===== src/rtl/timer_preset_loader.sv =====
// Keypad-side preset writer for the M:SS countdown chain: collects digits, validates them,
// issues a one-cycle active-low load and gates the 1 Hz count enable until the chain reads 0:00.
module timer_preset_loader #(
    parameter int SEC_TENS_MAX = 5,
    parameter int DONE_HOLD    = 4
) (
    input  logic       clock,
    input  logic       clear,
    input  logic       key_valid,
    input  logic [3:0] key_code,
    input  logic       start,
    input  logic       stop,
    input  logic       tick,
    input  logic       timer_zero,
    output logic [3:0] min_ones,
    output logic [3:0] sec_tens,
    output logic [3:0] sec_ones,
    output logic       loadn,
    output logic       enable,
    output logic [1:0] ndigits,
    output logic       entry_err,
    output logic       running,
    output logic       done
);

    localparam logic [2:0] S_IDLE   = 3'd0;
    localparam logic [2:0] S_ENTRY  = 3'd1;
    localparam logic [2:0] S_LOAD   = 3'd2;
    localparam logic [2:0] S_RUN    = 3'd3;
    localparam logic [2:0] S_PAUSE  = 3'd4;
    localparam logic [2:0] S_CANCEL = 3'd5;
    localparam logic [2:0] S_DONE   = 3'd6;

    localparam logic [3:0] TENS_MAX  = 4'(SEC_TENS_MAX);
    localparam logic [3:0] HOLD_LAST = 4'(DONE_HOLD - 1);

    logic [2:0] state;
    logic [3:0] hold_cnt;
    logic       all_zero;

    assign all_zero = ({min_ones, sec_tens, sec_ones} == 12'd0);

    // CANCEL drives the zeroed digits through the same load path to clear the chain.
    assign loadn   = !((state == S_LOAD) || (state == S_CANCEL));
    assign enable  = (state == S_RUN) && tick && !timer_zero;
    assign running = (state == S_RUN);
    assign done    = (state == S_DONE);

    always_ff @(posedge clock or negedge clear) begin
        if (!clear) begin
            state     <= S_IDLE;
            min_ones  <= 4'd0;
            sec_tens  <= 4'd0;
            sec_ones  <= 4'd0;
            ndigits   <= 2'd0;
            entry_err <= 1'b0;
            hold_cnt  <= 4'd0;
        end else begin
            entry_err <= 1'b0;
            case (state)
                S_IDLE, S_ENTRY: begin
                    if (stop) begin
                        state    <= S_IDLE;
                        min_ones <= 4'd0;
                        sec_tens <= 4'd0;
                        sec_ones <= 4'd0;
                        ndigits  <= 2'd0;
                    end else if ((state == S_ENTRY) && start) begin
                        // start judges the pre-shift digits; a coincident key is dropped
                        if (sec_tens > TENS_MAX) begin
                            entry_err <= 1'b1;
                        end else if (!all_zero) begin
                            state <= S_LOAD;
                        end
                    end else if (key_valid) begin
                        if (key_code <= 4'd9) begin
                            min_ones <= sec_tens;
                            sec_tens <= sec_ones;
                            sec_ones <= key_code;
                            ndigits  <= (ndigits == 2'd3) ? 2'd3 : ndigits + 2'd1;
                            state    <= S_ENTRY;
                        end else begin
                            entry_err <= 1'b1;
                        end
                    end
                end
                S_LOAD: state <= S_RUN;
                S_RUN: begin
                    if (timer_zero) begin
                        state    <= S_DONE;
                        hold_cnt <= 4'd0;
                    end else if (stop) begin
                        state <= S_PAUSE;
                    end
                end
                S_PAUSE: begin
                    if (stop) begin
                        state    <= S_CANCEL;
                        min_ones <= 4'd0;
                        sec_tens <= 4'd0;
                        sec_ones <= 4'd0;
                        ndigits  <= 2'd0;
                    end else if (start) begin
                        state <= S_RUN;
                    end
                end
                S_CANCEL: state <= S_IDLE;
                S_DONE: begin
                    if (hold_cnt == HOLD_LAST) begin
                        state    <= S_IDLE;
                        min_ones <= 4'd0;
                        sec_tens <= 4'd0;
                        sec_ones <= 4'd0;
                        ndigits  <= 2'd0;
                    end else begin
                        hold_cnt <= hold_cnt + 4'd1;
                    end
                end
                default: state <= S_IDLE;
            endcase
        end
    end

endmodule

===== config.mk =====
export PLATFORM = sky130hd
export DESIGN_NAME = timer_preset_loader
export DESIGN_NICKNAME = d
export VERILOG_FILES = /design/src/rtl/timer_preset_loader.sv
export SDC_FILE = /design/constraint.sdc
export NUM_CORES = 1
export LEC_CHECK = 0
export CAP_MARGIN = 20
export CELL_PAD_IN_SITES_DETAIL_PLACEMENT = 1
export CELL_PAD_IN_SITES_GLOBAL_PLACEMENT = 1
export CORE_ASPECT_RATIO = 0.9
export CORE_MARGIN = 3
export CORE_UTILIZATION = 34
export CTS_BUF_LIST = sky130_fd_sc_hd__clkbuf_4 sky130_fd_sc_hd__clkbuf_8
export DETAILED_ROUTE_END_ITERATION = 10
export PLACE_DENSITY_LB_ADDON = 0.1
export SYNTH_ARGS = -nofsm -noshare
export SYNTH_HDL_FRONTEND = slang
export SYNTH_SLANG_ARGS = --single-unit

===== constraint.sdc =====
create_clock -name clock -period 1.6 [get_ports clock]
set_input_delay 0.4 -clock clock [delete_from_list [all_inputs] [get_ports clock]]
set_output_delay 0.4 -clock clock [all_outputs]
set_load 0.005 [all_outputs]

==> impl_metrics.prom, run 1 <==
# TYPE chip_impl_metric gauge
chip_impl_info{name="status",value="aborted with a tool error"} 1
chip_impl_info{name="failed_stage",value="5_1_grt"} 1
chip_impl_info{name="run.stop_error",value="[ERROR DPL-0033] detailed placement checks failed during check placement."} 1
chip_impl_info{name="postSynth.topFlopCell",value="dfrtp_1"} 1
chip_impl_metric{name="post_synth_instance_area",unit="sq um"} 1190
chip_impl_metric{name="postSynth.asyncResetShare",unit="%"} 100
chip_impl_metric{name="cts_buffer_depth",unit=""} 2
chip_impl_metric{name="antenna_found_initial",unit=""} 0
chip_impl_metric{name="boundaryPins",unit=""} 30
chip_impl_metric{name="initial_util",unit="%"} 37.2
chip_impl_metric{name="dieHeight",unit="um"} 62.0
chip_impl_metric{name="cts-buffers-inserted",unit=""} 3
chip_impl_metric{name="pre_cts_slack",unit="ps"} -655
chip_impl_metric{name="number_of_library_cell_types_mapped_by_synthesis",unit=""} 38
chip_impl_metric{name="htree_levels",unit=""} 1
chip_impl_metric{name="finalWeightedCongestion",unit=""} 0.894
chip_impl_metric{name="detailed_place_hpwl",unit="um"} 2820
chip_impl_metric{name="place_area",unit="sq um"} 1760
chip_impl_info{name="grt_worst_setup_endpoint",value="state[1]$_DFFE_PN0P_/D"} 1
chip_impl_metric{name="die_w",unit="um"} 68.3
chip_impl_metric{name="synth-edff-count",unit=""} 0
chip_impl_info{name="root_buffer",value="clkbuf_8"} 1
chip_impl_metric{name="yosys_warn_count",unit=""} 0
chip_impl_metric{name="synth.net_count",unit=""} 145
chip_impl_info{name="worst-endpoint-pin-kind",value="register input"} 1
chip_impl_metric{name="grt_max_degree",unit=""} 29
chip_impl_metric{name="synthesis.area_per_instance",unit="sq um"} 8.92
chip_impl_metric{name="ys_seq_area_share",unit="%"} 46.4
chip_impl_metric{name="clkSinkCount",unit=""} 22
chip_impl_metric{name="synth-seq-cells",unit=""} 22
chip_impl_metric{name="place.port_buffers",unit=""} 29
chip_impl_metric{name="row_count",unit=""} 19
chip_impl_metric{name="syn-instance-count",unit=""} 133
chip_impl_metric{name="post_cts_hold_buffer_count",unit=""} 0
repair_timing:
item / in CTS
setup buffers: 14
pin swaps: 0
endpoints found under the setup margin: 28
resized for setup: 37
kinds of logic after synthesis:
logic type	Yosys count	share of synthesized area (%)
buffers and inverters	23	8.33
adder cells (fa/ha/maj)	1	1.05
flip-flops	22	46.4
XOR/XNOR	2	1.48
multiplexers	2	2.53
AO/OA/AOI/OAI	35	18.0
AND/OR/NAND/NOR	48	22.2
Yosys cell counts (2+ instances only):
cell type  instances  area share [%]
and2_1             2             1.1
nand2_1            6             1.9
buf_2              4             1.7
a31oi_1            2             1.1
a21oi_1            4             1.7
nand2b_1           2             1.1
nand3_1           12             5.1
mux2_4             2             2.5
clkbuf_1           2            0.63
inv_1             16             5.1
nor2_1             9             2.8
nor3_1             3             1.3
nor4_1             2             1.1
nor2b_1            2             1.1
nand4_1            2             1.1
dfrtp_1           22              46
o21ai_0           19             8.0
xor2_1             2             1.5
stage by stage:
| stage | setup TNS [ps] | utilization, % | std cells |
|---|---|---|---|
| floorplan | -414 | - | 133 |
| global placement | -7600 | 55.2 | 230 |
| detailed placement | -9060 | 55.2 | 230 |
| CTS | -1390 | 62.3 | 247 |
==> run 2, diff against run 1 <==
CELL_PAD_IN_SITES_DETAIL_PLACEMENT = default   (was 1)
CELL_PAD_IN_SITES_GLOBAL_PLACEMENT = default   (was 1)
CORE_AREA = 3 3 64 66   (was default)
CORE_ASPECT_RATIO = default   (was 0.9)
CORE_MARGIN = default   (was 3)
CORE_UTILIZATION = default   (was 34)
CTS_BUF_LIST = default   (was sky130_fd_sc_hd__clkbuf_4 sky130_fd_sc_hd__clkbuf_8)
DIE_AREA = 0 0 67 69   (was default)
PLACE_DENSITY_LB_ADDON = 0.15   (was 0.1)
clock period = 2.1 ns   (was 1.6 ns; I/O delays follow)
==> impl_metrics.prom, run 2 <==
# TYPE chip_impl_metric gauge
chip_impl_info{name="status",value="finished clean"} 1
chip_impl_metric{name="design.die.area",unit="sq um"} 4620
chip_impl_metric{name="power_density",unit="nW/um^2"} 1230
chip_impl_info{name="critical-path-slowest-cell",value="clkdlybuf4s50_1"} 1
chip_impl_metric{name="synth_mux_area_share",unit="%"} 2.53
chip_impl_metric{name="detailed_place_hpwl",unit="um"} 2070
chip_impl_metric{name="finalWeightedCongestion",unit=""} 0.774
chip_impl_metric{name="summed_negative_setup_slack_over_all_endpoints",unit="ps"} 0
chip_impl_metric{name="vias_per_cell",unit=""} 4.88
chip_impl_metric{name="synth_fa_ha_area_share",unit="%"} 1.05
chip_impl_metric{name="setup_viol_count_final",unit=""} 0
chip_impl_info{name="synth_most_common_cell",value="dfrtp_1"} 1
chip_impl_metric{name="postSynth.asyncResetShare",unit="%"} 100
chip_impl_metric{name="drive_above_1_share",unit="%"} 17.1
chip_impl_info{name="worstSetupEndpointType",value="primary output"} 1
chip_impl_metric{name="total_routing_usage_reported_by_global_routing",unit="%"} 14.0
chip_impl_metric{name="number_of_vias_after_detailed_routing",unit=""} 1088
chip_impl_info{name="setup_repair_after_global_routing_missed_its_margin",value="no"} 1
chip_impl_metric{name="area_growth_syn_to_layout",unit="%"} 43.5
chip_impl_metric{name="max_cap_violations",unit=""} 0
chip_impl_metric{name="layout_min_cycle_time",unit="ps"} 2000
chip_impl_metric{name="cts.reportedPaths.clkPinSlew",unit="ps"} 80
chip_impl_metric{name="cell_area_after_layout",unit="sq um"} 1700
chip_impl_metric{name="pre_cts_slack",unit="ps"} -170
chip_impl_metric{name="synth.net_count",unit=""} 145
chip_impl_info{name="yosysTopAreaCell",value="dfrtp_1"} 1
chip_impl_metric{name="cts-buffers-inserted",unit=""} 3
chip_impl_metric{name="grt_first_pass_wirelength",unit="um"} 5120
chip_impl_metric{name="period_share",unit="%"} 95.0
chip_impl_metric{name="worst_slew_pin_slew",unit="ps"} 357
chip_impl_metric{name="dieHeight",unit="um"} 69
chip_impl_metric{name="antenna_found_initial",unit=""} 0
chip_impl_info{name="layout.cells.most_common",value="clkdlybuf4s50_1"} 1
chip_impl_metric{name="number_of_library_cell_types_mapped_by_synthesis",unit=""} 38
chip_impl_metric{name="clkLatencyLatePin",unit="ps"} 260
chip_impl_metric{name="synth-seq-cells",unit=""} 22
chip_impl_metric{name="max-slew-margin-rel",unit="%"} 76.0
chip_impl_metric{name="drt_pre_antenna_iters",unit=""} 4
chip_impl_metric{name="fmax",unit="MHz"} 501
chip_impl_metric{name="place.port_buffers",unit=""} 29
chip_impl_metric{name="irDropWorstVdd",unit="V"} 0.000713
chip_impl_info{name="timing.hold.worst.class",value="flop to flop"} 1
chip_impl_metric{name="arrival",unit="ps"} 1470
chip_impl_info{name="clock_tree_from_tritoncts",value="done"} 1
chip_impl_metric{name="grt.overflow.total",unit=""} 0
chip_impl_metric{name="first_global_vias",unit=""} 1109
chip_impl_metric{name="synthesized_area_fraction_occupied_by_ao_oa_aoi_and_oai_cells",unit="%"} 18.0
chip_impl_metric{name="synthesis.area_per_instance",unit="sq um"} 8.92
chip_impl_metric{name="simple_logic_cell_fraction_of_the_synthesized_area",unit="%"} 22.2
chip_impl_metric{name="detail_route.drc_violations",unit=""} 0
chip_impl_metric{name="final_net_count",unit=""} 188
chip_impl_metric{name="fin_skew",unit="ps"} 2.69
chip_impl_metric{name="row_count",unit=""} 22
chip_impl_metric{name="worst-path-max-fanout",unit=""} 2
chip_impl_metric{name="die_w",unit="um"} 67
chip_impl_metric{name="cts_buffer_depth",unit=""} 2
chip_impl_metric{name="wire_per_inst",unit="um"} 12.8
chip_impl_metric{name="post_synth_instance_area",unit="sq um"} 1190
chip_impl_metric{name="grt_max_degree",unit=""} 29
chip_impl_metric{name="clkSinkCount",unit=""} 22
chip_impl_metric{name="routed_wl",unit="um"} 2850
chip_impl_metric{name="hold_violations",unit=""} 0
chip_impl_info{name="postSynth.topFlopCell",value="dfrtp_1"} 1
chip_impl_metric{name="layout.core_utilization",unit="%"} 46.8
chip_impl_metric{name="yosys_warn_count",unit=""} 0
chip_impl_metric{name="post_synth_xor_area_fraction",unit="%"} 1.48
chip_impl_info{name="worstSetupPathType",value="input port to primary output"} 1
chip_impl_metric{name="final_antenna_net_count",unit=""} 0
chip_impl_metric{name="detail_route.iter0.violations",unit=""} 68
chip_impl_info{name="combinational_family_with_the_most_area_after_synthesis",value="simple AND/OR/NAND/NOR gates"} 1
chip_impl_metric{name="worst_slack",unit="ps"} 104
chip_impl_info{name="most-common-layout-cells",value="clkdlybuf4s50_1 (26), dfrtp_1 (22), o21ai_0 (19)"} 1
chip_impl_metric{name="syn-instance-count",unit=""} 133
chip_impl_metric{name="place_area",unit="sq um"} 1620
chip_impl_info{name="cp_cell_sequence",value="clkdlybuf4s50_1 -> nor2b_2 -> and2_1 -> dlygate4sd2_1"} 1
chip_impl_metric{name="report.final.slew_viol_count",unit=""} 0
chip_impl_info{name="setup.worst_path.start_class",value="input port"} 1
chip_impl_metric{name="core-area",unit="sq um"} 3630
chip_impl_metric{name="power_leakage",unit="nW"} 0.753
chip_impl_metric{name="timing.critical_path.slowest_cell_delay",unit="ps"} 490
chip_impl_metric{name="boundaryPins",unit=""} 30
chip_impl_metric{name="worst-endpoint-required",unit="ps"} 1570
chip_impl_metric{name="synth_top_area_share",unit="%"} 46.4
chip_impl_metric{name="synth-edff-count",unit=""} 0
chip_impl_info{name="root_buffer",value="clkbuf_8"} 1
chip_impl_metric{name="initial_util",unit="%"} 32.6
chip_impl_metric{name="antenna-diode-count",unit=""} 0
chip_impl_metric{name="htree_levels",unit=""} 1
chip_impl_info{name="netlist_top_cells_count",value="dfrtp_1 (22), o21ai_0 (19), inv_1 (16)"} 1
chip_impl_metric{name="ys_seq_area_share",unit="%"} 46.4
chip_impl_info{name="post_synth_main_area_contributors",value="dfrtp_1 (46%), o21ai_0 (8.0%), nand3_1 (5.1%)"} 1
-- run 2: cell counts after synthesis --
Identical to the previous run, type by type.
-- run 2: per-layer routing --
metal  track usage, %  up-vias  wire [um]
met5                0        -          0
met4             3.38        0         17
met3             4.89        2        174
met2             21.0       29       1330
met1             19.3      511       1330
li1                 -      546          -
-- run 2: report_power, final --
| group | internal, mW | switching [mW] |
|---|---|---|
| Clock | 0.255 | 0.142 |
| Sequential | 0.583 | 0.154 |
| Combinational | 0.546 | 0.422 |
| Total | 1.38 | 0.718 |
-- run 2: layout make-up --
cell class	instances	area, sq um
sequential	22	551
clock inverter	1	30.0
timing repair buffer	45	419
clock buffer	3	41.3
inverter	16	60.1
multi-input combinational	88	541
tap	48	60.1
fill	376	1930
-- run 2: per-stage QoR --
step           hold WS [ps]  instances  power (mW)
2_1_floorplan           229        133        1.23
3_3_place_gp            507        218        1.70
3_5_place_dp            524        218        1.72
4_1_cts                 539        223        2.13
5_1_grt                 571        223        2.28
6_report                540        223        2.10
-- run 2: worst max-delay path, delay by kind of cell --
family	cells	cell delay, ps
buf+inv	2	750
simple gates	2	190
-- run 2: cell families (layout without fill, tap and decap cells) --
group | count (synthesis) | count (layout)
adder cells (fa/ha/maj) | 1 | 1
XOR/XNOR | 2 | 2
multiplexers | 2 | 2
buffers and inverters | 23 | 65
AND/OR/NAND/NOR | 48 | 48
flip-flops | 22 | 22
AO/OA/AOI/OAI | 35 | 35
-- run 2: final timing paths --
| check | start | end | slack [ps] | depth (start not counted) |
|---|---|---|---|---|
| hold / removal | hold_cnt[0] | hold_cnt[0] | 540 | 1 |
| setup / recovery | timer_zero | enable | 100 | 4 |
| max in group asynchronous | clear | state[2] | 1270 | 2 |
| setup reg to reg | state[1] | state[1] | 180 | 6 |
| min in group asynchronous | clear | min_ones[3] | 610 | 2 |
| hold reg to reg | hold_cnt[0] | hold_cnt[0] | 540 | 1 |
-- run 2: timing repair --
item                                   in CTS  in global routing
setup endpoints to repair                   3                  0
endpoints found under the hold margin       0                  0
gates resized for setup                     5                  0
hold buffers                                0                  0
setup buffers                               1                  0
(Power assumes the default switching activity.)
